`src/rtl/pll_lock_supervisor_if.sv`:
```
`timescale 1ns/1ps
// pll_lock_supervisor_if: PLL lock flag, PLL reset, downstream reset release
// and status of the PLL lock supervisor, grouped as one bundle.
//   slave  : the supervisor's view (drives resets and status, reads the lock flag)
//   master : the environment's view (PLL model or bench drives the lock flag)
interface pll_lock_supervisor_if;
  logic       pll_lock;
  logic       pll_reset;
  logic       sys_rst_n;
  logic       locked;
  logic       fault;
  logic [3:0] retry_cnt;

  modport slave (
    input  pll_lock,
    output pll_reset,
    output sys_rst_n,
    output locked,
    output fault,
    output retry_cnt
  );

  modport master (
    output pll_lock,
    input  pll_reset,
    input  sys_rst_n,
    input  locked,
    input  fault,
    input  retry_cnt
  );
endinterface

```
`src/rtl/pll_lock_supervisor.sv`:
```
`timescale 1ns/1ps
// pll_lock_supervisor: pulses the PLL reset, waits for a lock that stays
// continuously asserted, then releases the downstream reset. Lock loss or a
// lock timeout is a failed attempt and restarts the PLL reset sequence.
// Optional build macro PLL_SUP_RETRY_LIMIT_EN: after MAX_RETRIES failed
// attempts the block parks in FAULT until reset_n; without it FAULT is
// unreachable, fault stays 0 and retries continue forever.
module pll_lock_supervisor #(
  parameter int RST_CYCLES    = 64,
  parameter int LOCK_TIMEOUT  = 65536,
  parameter int STABLE_CYCLES = 1024,
  parameter int MAX_RETRIES   = 3
) (
  input  logic                 clk,
  input  logic                 reset_n,
  pll_lock_supervisor_if.slave bus
);

  localparam int RST_W = (RST_CYCLES    > 1) ? $clog2(RST_CYCLES)    : 1;
  localparam int TO_W  = (LOCK_TIMEOUT  > 1) ? $clog2(LOCK_TIMEOUT)  : 1;
  localparam int STB_W = (STABLE_CYCLES > 1) ? $clog2(STABLE_CYCLES) : 1;

  // Terminal counts. The lock_s cycle that moves WAIT_LOCK into STABLE is the
  // first of the STABLE_CYCLES consecutive lock cycles, so STABLE itself only
  // has to see STABLE_CYCLES-1 more of them.
  localparam logic [RST_W-1:0] RST_LAST = RST_W'(RST_CYCLES - 1);
  localparam logic [TO_W-1:0]  TO_LAST  = TO_W'(LOCK_TIMEOUT - 1);
  localparam logic [STB_W-1:0] STB_LAST = STB_W'(STABLE_CYCLES - 2);

  typedef enum logic [2:0] {
    ST_RESET_PLL = 3'd0,
    ST_WAIT_LOCK = 3'd1,
    ST_STABLE    = 3'd2,
    ST_RUN       = 3'd3,
    ST_FAULT     = 3'd4
  } state_t;

  state_t           state_q, state_d;
  logic [1:0]       sync_q, sync_d;
  logic [RST_W-1:0] rst_cnt_q, rst_cnt_d;
  logic [TO_W-1:0]  to_cnt_q, to_cnt_d;
  logic [STB_W-1:0] stb_cnt_q, stb_cnt_d;
  logic [3:0]       retry_cnt_q, retry_cnt_d;
  logic             pll_reset_q, pll_reset_d;
  logic             sys_rst_n_q, sys_rst_n_d;
  logic             locked_q, locked_d;
  logic             lock_s;
  logic             fail_s;

  assign lock_s = sync_q[1];

`ifdef PLL_SUP_RETRY_LIMIT_EN
  logic fault_q, fault_d;
  logic limit_hit_s;

  assign limit_hit_s = (int'(retry_cnt_q) >= (MAX_RETRIES - 1));
`else
  logic unused_max_retries_s;

  assign unused_max_retries_s = (MAX_RETRIES > 0);
`endif

  // State, counters, synchronizer and registered outputs
  always_ff @(posedge clk or negedge reset_n) begin
    if (!reset_n) begin
      state_q     <= ST_RESET_PLL;
      sync_q      <= 2'b00;
      rst_cnt_q   <= '0;
      to_cnt_q    <= '0;
      stb_cnt_q   <= '0;
      retry_cnt_q <= 4'd0;
      pll_reset_q <= 1'b1;
      sys_rst_n_q <= 1'b0;
      locked_q    <= 1'b0;
    end else begin
      state_q     <= state_d;
      sync_q      <= sync_d;
      rst_cnt_q   <= rst_cnt_d;
      to_cnt_q    <= to_cnt_d;
      stb_cnt_q   <= stb_cnt_d;
      retry_cnt_q <= retry_cnt_d;
      pll_reset_q <= pll_reset_d;
      sys_rst_n_q <= sys_rst_n_d;
      locked_q    <= locked_d;
    end
  end

`ifdef PLL_SUP_RETRY_LIMIT_EN
  // Registered fault flag
  always_ff @(posedge clk or negedge reset_n) begin
    if (!reset_n) begin
      fault_q <= 1'b0;
    end else begin
      fault_q <= fault_d;
    end
  end
`endif

  // Next state, counter updates and next values of the registered outputs
  always_comb begin
    state_d     = state_q;
    rst_cnt_d   = rst_cnt_q;
    to_cnt_d    = to_cnt_q;
    stb_cnt_d   = stb_cnt_q;
    retry_cnt_d = retry_cnt_q;
    fail_s      = 1'b0;
    sync_d      = {sync_q[0], bus.pll_lock};

    case (state_q)
      ST_RESET_PLL: begin
        if (rst_cnt_q == RST_LAST) begin
          state_d = ST_WAIT_LOCK;
        end else begin
          rst_cnt_d = rst_cnt_q + RST_W'(1);
        end
      end
      ST_WAIT_LOCK: begin
        // A lock seen on the timeout cycle still counts as a lock
        if (lock_s) begin
          state_d = ST_STABLE;
        end else if (to_cnt_q == TO_LAST) begin
          fail_s = 1'b1;
        end else begin
          to_cnt_d = to_cnt_q + TO_W'(1);
        end
      end
      ST_STABLE: begin
        // Chatter is not a failed attempt: just go back and wait again
        if (!lock_s) begin
          state_d = ST_WAIT_LOCK;
        end else if (stb_cnt_q == STB_LAST) begin
          state_d = ST_RUN;
        end else begin
          stb_cnt_d = stb_cnt_q + STB_W'(1);
        end
      end
      ST_RUN: begin
        if (!lock_s) begin
          fail_s = 1'b1;
        end else begin
          state_d = ST_RUN;
        end
      end
      ST_FAULT: begin
        state_d = ST_FAULT;
      end
      default: begin
        state_d = ST_RESET_PLL;
      end
    endcase

    if (fail_s) begin
      retry_cnt_d = (retry_cnt_q == 4'd15) ? 4'd15 : (retry_cnt_q + 4'd1);
`ifdef PLL_SUP_RETRY_LIMIT_EN
      if (limit_hit_s) begin
        state_d = ST_FAULT;
      end else begin
        state_d = ST_RESET_PLL;
      end
`else
      state_d = ST_RESET_PLL;
`endif
    end else begin
      retry_cnt_d = retry_cnt_q;
    end

    // Every state starts with all counters at zero
    if (state_d != state_q) begin
      rst_cnt_d = '0;
      to_cnt_d  = '0;
      stb_cnt_d = '0;
    end else begin
      state_d = state_q;
    end

    // Outputs follow the state being entered, so they change on the same edge
    pll_reset_d = (state_d == ST_RESET_PLL) || (state_d == ST_FAULT);
    sys_rst_n_d = (state_d == ST_RUN);
    locked_d    = (state_d == ST_RUN);
`ifdef PLL_SUP_RETRY_LIMIT_EN
    fault_d     = (state_d == ST_FAULT);
`endif
  end

  assign bus.pll_reset = pll_reset_q;
  assign bus.sys_rst_n = sys_rst_n_q;
  assign bus.locked    = locked_q;
  assign bus.retry_cnt = retry_cnt_q;
`ifdef PLL_SUP_RETRY_LIMIT_EN
  assign bus.fault     = fault_q;
`else
  assign bus.fault     = 1'b0;
`endif

endmodule

```
`src/flat_wrapper.sv`:
```
// flat-port wrapper written by rule: the top's interface ports become plain ports
module pll_lock_supervisor_flat 
#(
  parameter int RST_CYCLES    = 64,
  parameter int LOCK_TIMEOUT  = 65536,
  parameter int STABLE_CYCLES = 1024,
  parameter int MAX_RETRIES   = 3
)
  (clk, reset_n, bus_pll_lock, bus_pll_reset, bus_sys_rst_n, bus_locked, bus_fault, bus_retry_cnt);
  pll_lock_supervisor_if bus_i ();
  input  logic clk;
  input  logic reset_n;
  input wire logic [$bits(bus_i.pll_lock)-1:0] bus_pll_lock;
  output wire logic [$bits(bus_i.pll_reset)-1:0] bus_pll_reset;
  output wire logic [$bits(bus_i.sys_rst_n)-1:0] bus_sys_rst_n;
  output wire logic [$bits(bus_i.locked)-1:0] bus_locked;
  output wire logic [$bits(bus_i.fault)-1:0] bus_fault;
  output wire logic [$bits(bus_i.retry_cnt)-1:0] bus_retry_cnt;
  assign bus_i.pll_lock = bus_pll_lock;
  assign bus_pll_reset = bus_i.pll_reset;
  assign bus_sys_rst_n = bus_i.sys_rst_n;
  assign bus_locked = bus_i.locked;
  assign bus_fault = bus_i.fault;
  assign bus_retry_cnt = bus_i.retry_cnt;
  pll_lock_supervisor #(.RST_CYCLES(RST_CYCLES), .LOCK_TIMEOUT(LOCK_TIMEOUT), .STABLE_CYCLES(STABLE_CYCLES), .MAX_RETRIES(MAX_RETRIES)) u_core (.clk(clk), .reset_n(reset_n), .bus(bus_i));
endmodule
```
`config.mk`:
```
export PLATFORM = sky130hd
export DESIGN_NAME = pll_lock_supervisor_flat
export DESIGN_NICKNAME = d
export VERILOG_FILES = /design/src/rtl/pll_lock_supervisor_if.sv /design/src/rtl/pll_lock_supervisor.sv /design/src/flat_wrapper.sv
export SDC_FILE = /design/constraint.sdc
export NUM_CORES = 1
export LEC_CHECK = 0
export CAP_MARGIN = 20
export CORE_ASPECT_RATIO = 1.4
export CORE_MARGIN = 2
export CORE_UTILIZATION = 40
export DETAILED_ROUTE_END_ITERATION = 8
export GPL_ROUTABILITY_DRIVEN = 0
export PLACE_DENSITY = 0.57
export REMOVE_ABC_BUFFERS = 1
export SETUP_SLACK_MARGIN = 0.02
export SLEW_MARGIN = 30
export SYNTH_ARGS = -nofsm -noshare
export SYNTH_HDL_FRONTEND = slang
export SYNTH_SLANG_ARGS = --single-unit
```
`constraint.sdc`:
```
create_clock -name clk -period 5.8 [get_ports clk]
set_input_delay 1.16 -clock clk [delete_from_list [all_inputs] [get_ports clk]]
set_output_delay 1.16 -clock clk [all_outputs]
set_load 0.02 [all_outputs]
```
Word-level counts from Yosys, hierarchy flattened
Cells that the tools add are included.
{ "op_classes": {"n_addsub": 4, "n_eq_ne": 15, "n_mux": 24, "reduce_logical": 10} }
{ "op_table": {"columns": ["operator", "count"], "rows": [
  ["$mux W16", 4],
  ["$mux W10", 4],
  ["$mux W3", 7],
  ["$mux W6", 3],
  ["$add A16 B1 Y16 const B", 1],
  ["$eq A16 B16 Y1 const B", 1],
  ["$pmux W3 S5", 1],
  ["$add A10 B1 Y10 const B", 1],
  ["$eq A10 B10 Y1 const B", 1],
  ["$eq A3 B2 Y1 const B", 3],
  ["$ne A2 B2 Y1 const B", 4],
  ["$reduce_bool A2 Y1", 4],
  ["$add A6 B1 Y6 const B", 1],
  ["$eq A3 B3 Y1 const B", 2],
  ["$eq A6 B6 Y1 const B", 1],
  ["$logic_not A3 Y1", 2],
  ["$reduce_and A3 Y1", 2],
  ["$add A4 B1 Y4 const B", 1],
  ["$eq A4 B4 Y1 const B", 1],
  ["$mux W4", 1],
  ["$eq A3 B1 Y1 const B", 1],
  ["$mux W1", 3],
  ["$ne A3 B3 Y1", 1],
  ["$pmux W1 S2", 1],
  ["2 further kinds", 2]
]} }
{ "totals": {"ff_bits": 43, "in_bits": 3, "output_inout_bits": 8, "elab_cells": 61} }

Depth between registers and ports, before layout
Gate-level depths: netlist of run 1.
{ "depth": {"ltp_word": 9, "depth_mapped": 7, "ltp_nobuf": 6} }

Worst setup path before layout of run 1
Ideal clock, no wire load.
{ "synth_timing": {"path_type": "reg2reg", "from": "register u_core.rst_cnt_q[0]", "to": "register u_core.rst_cnt_q[2]", "setup_time_ns": 0.146, "arrival_ns": 1.685, "t_required_ns": 5.654, "slack_ns": 3.969, "stages_incl_launch_ff": 7, "path_buffers": 1, "synth_period_minus_slack_ns": 1.831, "cell_sequence": "dfrtp_1 ha_1 nand4_1 or2_2 o21ai_0 clkbuf_1 a221oi_1"} }
{ "synth_via": {"elab_chain_len": 7, "elab_cells_between_ends": 12, "cone_classes": "add/sub (1); eq/ne (3); mux (6); reduce/logical (2)"} }
{ "synth_rtl": {"columns": ["item", "line", "text"], "rows": [
  ["start, declared", "pll_lock_supervisor.sv:40", "logic [RST_W-1:0] rst_cnt_q, rst_cnt_d;"],
  ["start signal, assigned", "pll_lock_supervisor.sv:78", "rst_cnt_q <= rst_cnt_d;"],
  ["$eq A6 B6 Y1", "pll_lock_supervisor.sv:111", "if (rst_cnt_q == RST_LAST) begin"],
  ["$mux W3", "pll_lock_supervisor.sv:111", null],
  ["$pmux W3 S5", "pll_lock_supervisor.sv:109", "case (state_q)"],
  ["$mux W3", "pll_lock_supervisor.sv:152", "if (fail_s) begin"],
  ["$ne A3 B3 Y1", "pll_lock_supervisor.sv:168", "if (state_d != state_q) begin"],
  ["$ne A2 B2 Y1 (no line) / $reduce_bool A2 Y1 (equally long branches)", null, null],
  ["$reduce_and A2 Y1 (no line)", null, null]
]} }
Parallel ways exist; a longest one is shown, timed or not. The select of a mux whose other input is x is not followed.
A chain may end at the register's enable or synchronous reset.

Worst setup path after layout of run 1
{ "layout_timing": {"from": "register u_core.pll_reset_q, in the netlist u_core.bus.pll_reset", "to": "output bus_pll_reset"} }
{ "layout_rtl": {"columns": ["item", "line", "text"], "rows": [
  ["start, declared", "pll_lock_supervisor.sv:44", "logic pll_reset_q, pll_reset_d;"],
  ["start signal, assigned", "pll_lock_supervisor.sv:82", "pll_reset_q <= pll_reset_d;"],
  ["end, declared", "flat_wrapper.sv:14", "output wire logic [$bits(bus_i.pll_reset)-1:0] bus_pll_reset;"]
]} }
No word-level cell between the ends.

==> results.py, run 1 <==
metrics = {
    "synth": {
        "synthTopCellsByArea": "dfrtp_1 (41%), a22oi_1 (4.7%), o31ai_1 (3.2%)",
        "yosys-mux-area-fraction": 0.0295,
        "synth-compound-area-share": 0.218,
        "synth-async-reset-ratio": 1.00,
        "avgSynthCellArea_um2": 9.93,
        "synth_top_family_by_area": "simple AND/OR/NAND/NOR gates",
        "ys_warn_count": 0,
        "synth_edf_count": 0,
        "synth_ff_type": "dfrtp_1",
        "ys_types": 51,
        "yosysSeqAreaShare": 0.424,
        "yosysTopAreaCellShare": 0.414,
        "synth-xor-area-share": 0.00689,
        "synth-simple-area-share": 0.233,
        "ys_seq_elements": 43,
        "synth_top_area_cell": "dfrtp_1",
        "synth_fa_ha_area_frac": 0.0246,
        "syn_inst": 256,
        "syn_area_mm2": 0.00254,
    },
    "floorplanning": {
        "core_area_mm2": 0.00617,
        "die_x_um": 71.4,
        "die_area_mm2": 0.00702,
        "rows": 34,
        "die_height_um": 98.3,
        "pin_count": 11,
        "start_util": 0.412,
    },
    "worst_setup_path": {
        "critPathBufInv": 1,
        "end_kind": "primary output",
        "cp_slowest_cell": "clkdlybuf4s50_1",
        "cp-start-kind": "flip-flop",
        "cp_cell_sequence": "clkdlybuf4s50_1",
        "crit_type": "flip-flop to primary output",
        "slowest_delay_ns": 0.60,
        "cp_max_fo": 1,
        "critPathRequiredTime_ns": 4.64,
        "critPathArrivalTime_ns": 1.40,
        "cp_top_family": "buffers and inverters",
    },
    "global_routing": {
        "grt_max_degree": 44,
        "antenna_found_initial": 0,
        "grt_pass1_wl_um": 9530,
        "first_global_vias": 2017,
        "grt.total_usage": 0.166,
        "grt_overflow": 0,
    },
    "outcome": {
        "outcome": "finished, final reports clean",
    },
    "power": {
        "p_sw_frac": 0.207,
        "p_per_area_mw_per_mm2": 189,
        "sequentialPowerShare": 0.583,
        "ir_drop_v": 0.000108,
        "power.switching_w": 0.000107,
        "p_leak_nw": 1.14,
        "p_clk_frac": 0.403,
        "p_int_w": 0.000410,
        "combPwrFrac": 0.014,
    },
    "route": {
        "avgRoutedWirePerCell_um": 16.1,
        "remaining_drc_errors": 0,
        "drt-pass1-iter-count": 4,
        "vias": 2061,
        "final_antenna_net_count": 0,
        "totalWireLength_um": 5330,
        "via_per_inst": 6.23,
        "first_iter_violations": 125,
    },
    "layout": {
        "antennaDiodeCount": 0,
        "seq_area_mm2": 0.00108,
        "drive_gt1_frac": 0.104,
        "multi_input_area_mm2": 0.00131,
        "final_cell_mix": "dfrtp_1 (42), a22oi_1 (16), nand3_1 (13), nand2_1 (13), a21oi_1 (12)",
        "final_common_cell": "dfrtp_1",
        "syn_to_final_growth_pct": 7.63,
        "n_fill_cell": 587,
        "nets": 266,
    },
    "hold_path": {
        "hp-class": "flip-flop to flip-flop",
    },
    "cts": {
        "insertion_delay_ns": 0.29,
        "post_cts_buffers": 0,
        "cts-root-buf": "clkbuf_8",
        "cts_buffers": 5,
        "cts_tree": "done",
        "clk_pin_slew_worst_paths_ns": 0.08,
        "clock_sinks": 43,
        "htree_num_levels": 2,
        "cts_hold_buffers": 0,
        "post_cts_resize_count": 0,
        "clockBufferDepth": 2,
    },
    "timing": {
        "max_slew.worst_pin.slew_ns": 0.627,
        "setup_violations": 0,
        "maxSlewHeadroom": 0.582,
        "drv_slew": 0,
        "fin_setup_tns_ns": 0,
        "finalCritPeriodShare": 0.441,
        "finalHoldViolCount": 0,
        "rsz0062_at_grt": "no",
        "clock_skew_ns": 0.00914,
        "min_period_ns": 2.56,
        "fmax_mhz": 391,
        "holdWs_ns": 0.373,
    },
    "place": {
        "post-dp-hpwl_um": 3530,
        "io_buffers": 9,
    },
    "job": {
        "maxCapViolCount": 0,
    },
}
-- power groups by stage --
| stage | Sequential [W] | Combinational [W] | Clock [W] |
|---|---|---|---|
| 2_1_floorplan | 0.000307 | 0.000000575 | 0 |
| 3_3_place_gp | 0.000307 | 0.00000793 | 0 |
| 3_5_place_dp | 0.000307 | 0.00000795 | 0 |
| 4_1_cts | 0.000301 | 0.00000804 | 0.000215 |
| 5_1_grt | 0.000302 | 0.00000901 | 0.000230 |
| 6_report | 0.000301 | 0.00000740 | 0.000208 |
-- cells by family (layout without fill, tap and decap cells) --
group,count (synthesis),after routing
AND/OR/NAND/NOR,96,96
other,1,1
adder cells (fa/ha/maj),5,5
flip-flops,43,43
multiplexers,7,7
AO/OA/AOI/OAI,74,74
XOR/XNOR,2,2
buffers and inverters,28,31
-- cells in the mapped netlist, drive strengths merged (3+ instances only) --
cell	instances
nor3	7
a22oi	16
a21oi	12
ha	5
mux2i	3
nand2	14
nand3	14
o211ai	4
nor4	5
clkbuf	5
and3	4
nand2b	4
or3	6
or4	11
o31ai	11
inv	11
o21ai	10
and4	4
a221oi	6
a211oi	3
nor2	10
buf	12
mux2	4
dfrtp	42
nand4	8
-- worst paths after layout --
path,slack [ns],endpoint,startpoint,cells after the start
hold reg to reg,0.37,u_core.sync_q[1],u_core.sync_q[0],0
setup / recovery,3.24,bus_pll_reset,u_core.bus.pll_reset,1
setup reg to reg,3.35,u_core.rst_cnt_q[3],u_core.to_cnt_q[8],5
hold / removal,0.37,u_core.sync_q[1],u_core.sync_q[0],0
max in group asynchronous,4.56,u_core.bus.pll_reset,reset_n,1
min in group asynchronous,0.85,u_core.stb_cnt_q[4],reset_n,1
-- per-layer routing --
metal / vias up / global-route usage / wire length, um
li1: 1003 / - / -
met1: 1017 / 0.217 / 2450
met2: 37 / 0.278 / 2680
met3: 4 / 0.0330 / 152
met4: 0 / 0.0479 / 54
met5: - / 0 / 0
-- final cells by class --
type                    count  share of cell area
clock buffers               8              0.0366
inverters                  11              0.0151
multi-input cells         185               0.479
flip-flops and latches     43               0.394
well taps                  72              0.0329
repair buffers             12              0.0430
-- stage by stage --
stage	std cells	area [um2]	util	setup WS [ns]	total power, W
2_1_floorplan	239	2420	-	2.56	0.000308
3_3_place_gp	322	2620	0.424	3.18	0.000315
3_5_place_dp	322	2620	0.425	3.16	0.000315
4_1_cts	330	2720	0.441	3.16	0.000525
5_1_grt	331	2740	0.443	3.13	0.000541
6_report	331	2740	0.443	3.24	0.000517
-- flip-flops by register name, indices dropped and copies added, names as in the netlist --
name,count
u_core.state_q,3
u_core.bus.retry_cnt,4
u_core.bus.pll_reset,1
u_core.to_cnt_q,16
u_core.rst_cnt_q,6
u_core.stb_cnt_q,10
u_core.sync_q,2
u_core.bus.sys_rst_n,1
-- worst register-to-register path, cell delays in order, from the launching register on --
cell and delay [ns]:
dfrtp_1 0.43, nand4_1 0.39, or4_4 0.69, o221ai_4 0.45
buf_8 0.24, a221oi_1 0.11
No activity file was read; power rests on OpenSTA's default activity.
==> inputs of run 2 (changes only) <==
Settings changed: PLACE_DENSITY 0.57 to 0.59.
Clock period 5.8 ns to 2.12 ns, I/O delays scaled along.
==> results.py, run 2 (synthesis gave the netlist of run 1 again) <==
metrics = {
    "timing": {
        "max_slew.worst_pin.slew_ns": 0.514,
        "clock_skew_ns": 0.00798,
        "drv_slew": 0,
        "maxSlewHeadroom": 0.655,
        "fmax_mhz": 517,
        "holdWs_ns": 0.0909,
        "finalCritPeriodShare": 0.913,
        "min_period_ns": 1.94,
        "rsz0062_at_grt": "no",
        "setup_violations": 0,
        "layout_setup_ws_ns": 0.184,
        "finalHoldViolCount": 0,
    },
    "route": {
        "first_iter_violations": 97,
        "totalWireLength_um": 5570,
        "final_antenna_net_count": 0,
        "via_per_inst": 6.13,
        "avgRoutedWirePerCell_um": 16.1,
        "drt-pass1-iter-count": 4,
        "vias": 2122,
        "remaining_drc_errors": 0,
    },
    "layout": {
        "top_register": "u_core.to_cnt_q",
        "final_common_cell": "dfrtp_1",
        "largest_register_ff_count": 16,
        "nets": 281,
        "seq_area_mm2": 0.00108,
        "syn_to_final_growth_pct": 13.1,
        "antennaDiodeCount": 0,
        "multi_input_area_mm2": 0.00131,
        "final_cell_mix": "dfrtp_1 (42), a22oi_1 (16), buf_4 (15)",
        "drive_gt1_frac": 0.153,
        "n_fill_cell": 558,
        "utilization": 0.466,
        "design_area_mm2": 0.00288,
        "top_regs": "u_core.to_cnt_q: 16 flops, u_core.stb_cnt_q: 10 flops, u_core.rst_cnt_q: 6 flops",
    },
    "place": {
        "placed_area_mm2": 0.00276,
        "dp_slack_ns": 0.137,
        "io_buffers": 9,
        "post-dp-hpwl_um": 3850,
    },
    "cts": {
        "clock_sinks": 43,
        "post_cts_buffers": 0,
        "insertion_delay_ns": 0.30,
        "cts_hold_buffers": 0,
        "cts_buffers": 5,
        "cts_tree": "done",
        "htree_num_levels": 2,
        "post_cts_resize_count": 0,
        "clockBufferDepth": 2,
        "cts-root-buf": "clkbuf_8",
        "clk_pin_slew_worst_paths_ns": 0.08,
    },
    "global_routing": {
        "antenna_found_initial": 0,
        "grt.total_usage": 0.166,
        "grt_overflow": 0,
        "grt_pass1_wl_um": 9430,
        "first_global_vias": 2084,
        "grt_max_degree": 31,
    },
    "worst_setup_path": {
        "ff2ff_setup_slack_ns": 0.18,
        "end_kind": "flip-flop",
        "crit_type": "flip-flop to flip-flop",
        "reg2reg_depth": 6,
        "critPathRequiredTime_ns": 2.29,
        "critPathArrivalTime_ns": 2.11,
        "cp-start-kind": "flip-flop",
        "cp_max_fo": 11,
        "r2r_start": "u_core.to_cnt_q[0]",
        "r2r-end": "u_core.stb_cnt_q[6]",
    },
    "power": {
        "ir_drop_v": 0.000292,
        "power.switching_w": 0.000307,
        "p_leak_nw": 1.22,
        "totalPowerFinal_w": 0.00143,
        "sequentialPowerShare": 0.576,
        "p_per_area_mw_per_mm2": 498,
        "p_clk_frac": 0.407,
        "combPwrFrac": 0.017,
        "p_sw_frac": 0.214,
        "p_int_w": 0.00113,
    },
    "floorplanning": {
        "rows": 34,
        "die_area_mm2": 0.00702,
        "die_height_um": 98.3,
        "pin_count": 11,
        "die_x_um": 71.4,
        "start_util": 0.412,
        "core_area_mm2": 0.00617,
    },
    "job": {
        "maxCapViolCount": 0,
    },
    "hold_path": {
        "hp-class": "input port to async pin",
    },
    "outcome": {
        "outcome": "finished, final reports clean",
    },
}
[run 2: changes by cell type in the layout (fill, tap and decap cells not counted)]
cell    before  now
buf_4        3   15
buf_2        0    1
buf_8        1    0
buf_12       0    3
[run 2: worst max path at each step]
stage	from	endpoint	slack, ns	cells after the start
5_1_grt	u_core.state_q[0]	u_core.rst_cnt_q[3]	0.05	5
4_1_cts	u_core.state_q[0]	u_core.to_cnt_q[8]	0.12	4
6_report	u_core.to_cnt_q[0]	u_core.stb_cnt_q[6]	0.18	6
2_1_floorplan	u_core.rst_cnt_q[0]	u_core.rst_cnt_q[2]	-1.12	5
3_3_place_gp	u_core.state_q[0]	u_core.to_cnt_q[8]	0.20	4
3_5_place_dp	u_core.state_q[0]	u_core.to_cnt_q[8]	0.14	4
[run 2: cell type report]
class | instances | share of cell area
multi-input cells | 185 | 0.455
inverters | 11 | 0.0144
clock buffers | 8 | 0.0348
repair buffers | 27 | 0.0896
flip-flops and latches | 43 | 0.375
well taps | 72 | 0.0313
[run 2: worst max-delay path, cell delays in order (launching register included)]
cell	delay, ns
dfrtp_1	0.41
ha_1	0.23
nand3_1	0.16
or4_4	0.47
o221ai_4	0.22
buf_4	0.23
a22oi_1	0.10
[run 2: stage by stage]
step,TNS [ns],instances
4_1_cts,0,344
3_3_place_gp,0,336
2_1_floorplan,-32.36,239
3_5_place_dp,0,336
5_1_grt,0,346
6_report,0,346
[run 2: metal layers]
layer  GRT usage  routed length (um)  up-vias
met5           0                   0        -
met4      0.0711                  85        0
met3      0.0299                 153        6
met2       0.283                2850       34
met1       0.204                2480     1053
li1            -                   -     1029
[run 2: power groups by stage]
stage	clock network (W)	logic [W]	registers, W
finish	0.000583	0.0000247	0.000825
global route	0.000638	0.0000294	0.000825
CTS	0.000605	0.0000264	0.000825
detailed placement	0	0.0000263	0.000841
global placement	0	0.0000268	0.000841
floorplan	0	0.00000157	0.000840
==> inputs of run 3 (changes only) <==
Settings changed: ABC_AREA set to 1, GPL_TIMING_DRIVEN set to 0.
==> results.py, run 3 <==
metrics = {
    "synth": {
        "synth-async-reset-ratio": 1.00,
        "syn_inst": 322,
        "syn_area_mm2": 0.00249,
        "synth_most_common_cell": "nand2_1",
        "yosysTopAreaCellShare": 0.422,
        "synth_edf_count": 0,
        "synthTopCellsByArea": "dfrtp_1 (42%), nand2_1 (10%), inv_1 (7.1%)",
        "ys_types": 31,
        "ys_seq_elements": 43,
        "synth_ff_type": "dfrtp_1",
        "yosysSeqAreaShare": 0.432,
        "synth_top_area_cell": "dfrtp_1",
        "ys_warn_count": 0,
        "synth_commonest_cells": "nand2_1 (68), inv_1 (47), dfrtp_1 (42), nor2_1 (34), nand3_1 (27)",
        "avgSynthCellArea_um2": 7.74,
    },
    "place": {
        "place_inst": 397,
        "post-dp-hpwl_um": 3180,
        "dp_slack_ns": 0.139,
        "io_buffers": 9,
    },
    "floorplanning": {
        "rows": 34,
        "core_area_mm2": 0.00613,
        "die_height_um": 97.4,
        "pin_count": 11,
        "die_area_mm2": 0.00688,
        "die_x_um": 70.7,
        "start_util": 0.407,
    },
    "job": {
        "maxCapViolCount": 0,
    },
    "layout": {
        "final_common_cell": "nand2_1",
        "antennaDiodeCount": 0,
        "final_cell_mix": "nand2_1 (68), inv_1 (47), dfrtp_1 (42)",
        "syn_to_final_growth_pct": 9.64,
        "top_register": "u_core.to_cnt_q",
        "top_regs": "u_core.to_cnt_q: 16 flops, u_core.stb_cnt_q: 10 flops, u_core.rst_cnt_q: 6 flops",
        "nets": 340,
        "utilization": 0.446,
        "n_fill_cell": 637,
        "final_cells": 405,
        "drive_gt1_frac": 0.135,
        "largest_register_ff_count": 16,
    },
    "timing": {
        "drv_slew": 0,
        "min_period_ns": 1.88,
        "max_slew.worst_pin.slew_ns": 0.563,
        "setup_violations": 0,
        "fin_setup_tns_ns": 0,
        "rsz0062_at_grt": "no",
        "finalHoldViolCount": 0,
        "layout_setup_ws_ns": 0.239,
        "fmax_mhz": 532,
        "finalCritPeriodShare": 0.887,
        "clock_skew_ns": 0.0140,
        "maxSlewHeadroom": 0.622,
    },
    "worst_setup_path": {
        "r2r-end": "u_core.stb_cnt_q[0]",
        "critical_path.endpoint": "u_core.stb_cnt_q[0]",
        "reg2reg_depth": 12,
        "crit_start": "u_core.stb_cnt_q[0]",
        "critPathArrivalTime_ns": 2.09,
        "r2r_start": "u_core.stb_cnt_q[0]",
        "crit_type": "flip-flop to flip-flop",
        "cp-start-kind": "flip-flop",
        "critPathRequiredTime_ns": 2.32,
        "end_kind": "flip-flop",
        "ff2ff_setup_slack_ns": 0.24,
        "cp_max_fo": 17,
    },
    "route": {
        "avgRoutedWirePerCell_um": 11.0,
        "drt-pass1-iter-count": 4,
        "via_per_inst": 4.71,
        "first_iter_violations": 82,
        "remaining_drc_errors": 0,
        "totalWireLength_um": 4460,
        "vias": 1907,
        "final_antenna_net_count": 0,
    },
    "power": {
        "totalPowerFinal_w": 0.00139,
        "ir_drop_v": 0.000329,
        "p_per_area_mw_per_mm2": 509,
        "p_leak_nw": 1.42,
    },
    "cts": {
        "htree_num_levels": 2,
        "insertion_delay_ns": 0.30,
        "cts_buffers": 5,
        "clk_pin_slew_worst_paths_ns": 0.09,
        "clock_sinks": 43,
        "cts-root-buf": "clkbuf_8",
        "cts_tree": "done",
        "clockBufferDepth": 2,
    },
    "global_routing": {
        "grt_overflow": 0,
        "grt.total_usage": 0.142,
        "grt_max_degree": 44,
        "first_global_vias": 1820,
        "antenna_found_initial": 0,
        "grt_pass1_wl_um": 7910,
    },
    "hold_path": {
        "hp-class": "input port to async pin",
    },
    "outcome": {
        "outcome": "finished, final reports clean",
    },
}
-- run 3: cell types whose count changed in the layout (fill, tap and decap cells not counted), sizes merged, moves of 8 or more --
cell	delta
a22oi	-16
buf	-18
inv	+41
nand2	+65
nand3	+13
nor2	+39
o31ai	-11
or4	-11
xor2	+8
-- run 3: metrics by stage --
step / cell area, um2 / hold WS, ns
after floorplan: 2440 / 0.128
after global placement: 2620 / 0.332
after detailed placement: 2620 / 0.345
after CTS: 2710 / 0.132
after global routing: 2730 / 0.159
final: 2730 / 0.104
-- run 3: cell families after synthesis --
group           count (synthesis)  share of synthesized area
other cells                     1                    0.00151
compound gates                 21                     0.0432
xor+xnor                       11                     0.0387
flops                          43                      0.432
simple gates                  181                      0.358
fa+ha+maj                       5                     0.0251
buf+inv                        60                      0.101
-- run 3: where the power goes --
part           internal, W  leakage [nW]  switching [W]
logic           0.00000330         0.795      0.0000177
registers         0.000821         0.578     0.00000210
clock network     0.000263        0.0482       0.000282
total              0.00109          1.42       0.000302
-- run 3: per-layer routing --
layer,vias to the layer above,share of wire,track usage
li1,1021,-,-
met4,0,0.017,0.0566
met2,11,0.53,0.252
met5,-,0,0
met3,5,0.019,0.0228
met1,870,0.43,0.168
-- run 3: how the worst min path moves through the flow --
stage                               to  slack (ns)  cells past startpoint
2_1_floorplan  u_core.bus.retry_cnt[0]        0.13                      0
3_3_place_gp          u_core.sync_q[1]        0.33                      0
3_5_place_dp          u_core.sync_q[1]        0.35                      0
4_1_cts        u_core.bus.retry_cnt[2]        0.13                      1
5_1_grt            u_core.to_cnt_q[10]        0.16                      1
6_report           u_core.to_cnt_q[11]        0.10                      1
-- run 3: layout make-up --
type                    count  area [um2]  area share
flip-flops and latches     43        1080       0.394
clock buffers               7        86.3      0.0316
repair buffers              9        87.6      0.0321
multi-input cells         219        1180       0.432
clock inverters             1        5.00     0.00183
well taps                  72        90.1      0.0330
inverters                  54         204      0.0747
-- run 3: critical path, cell delays in order, from the launching register on --
cell and delay [ns]:
dfrtp_1 0.41, inv_1 0.10, ha_1 0.15, nand3_1 0.06
nor2_1 0.10, nand2_1 0.07, nand2_1 0.06, nand2_1 0.06
nand2_2 0.11, nand3_1 0.18, nand2_8 0.18, nand2_8 0.13
nor3_1 0.18
-- run 3: timing repair --
action	in CTS	in global routing
setup endpoints to repair	0	20
resized for setup	0	3
buffers inserted	0	0
hold buffers	0	0
hold endpoints to repair	0	0
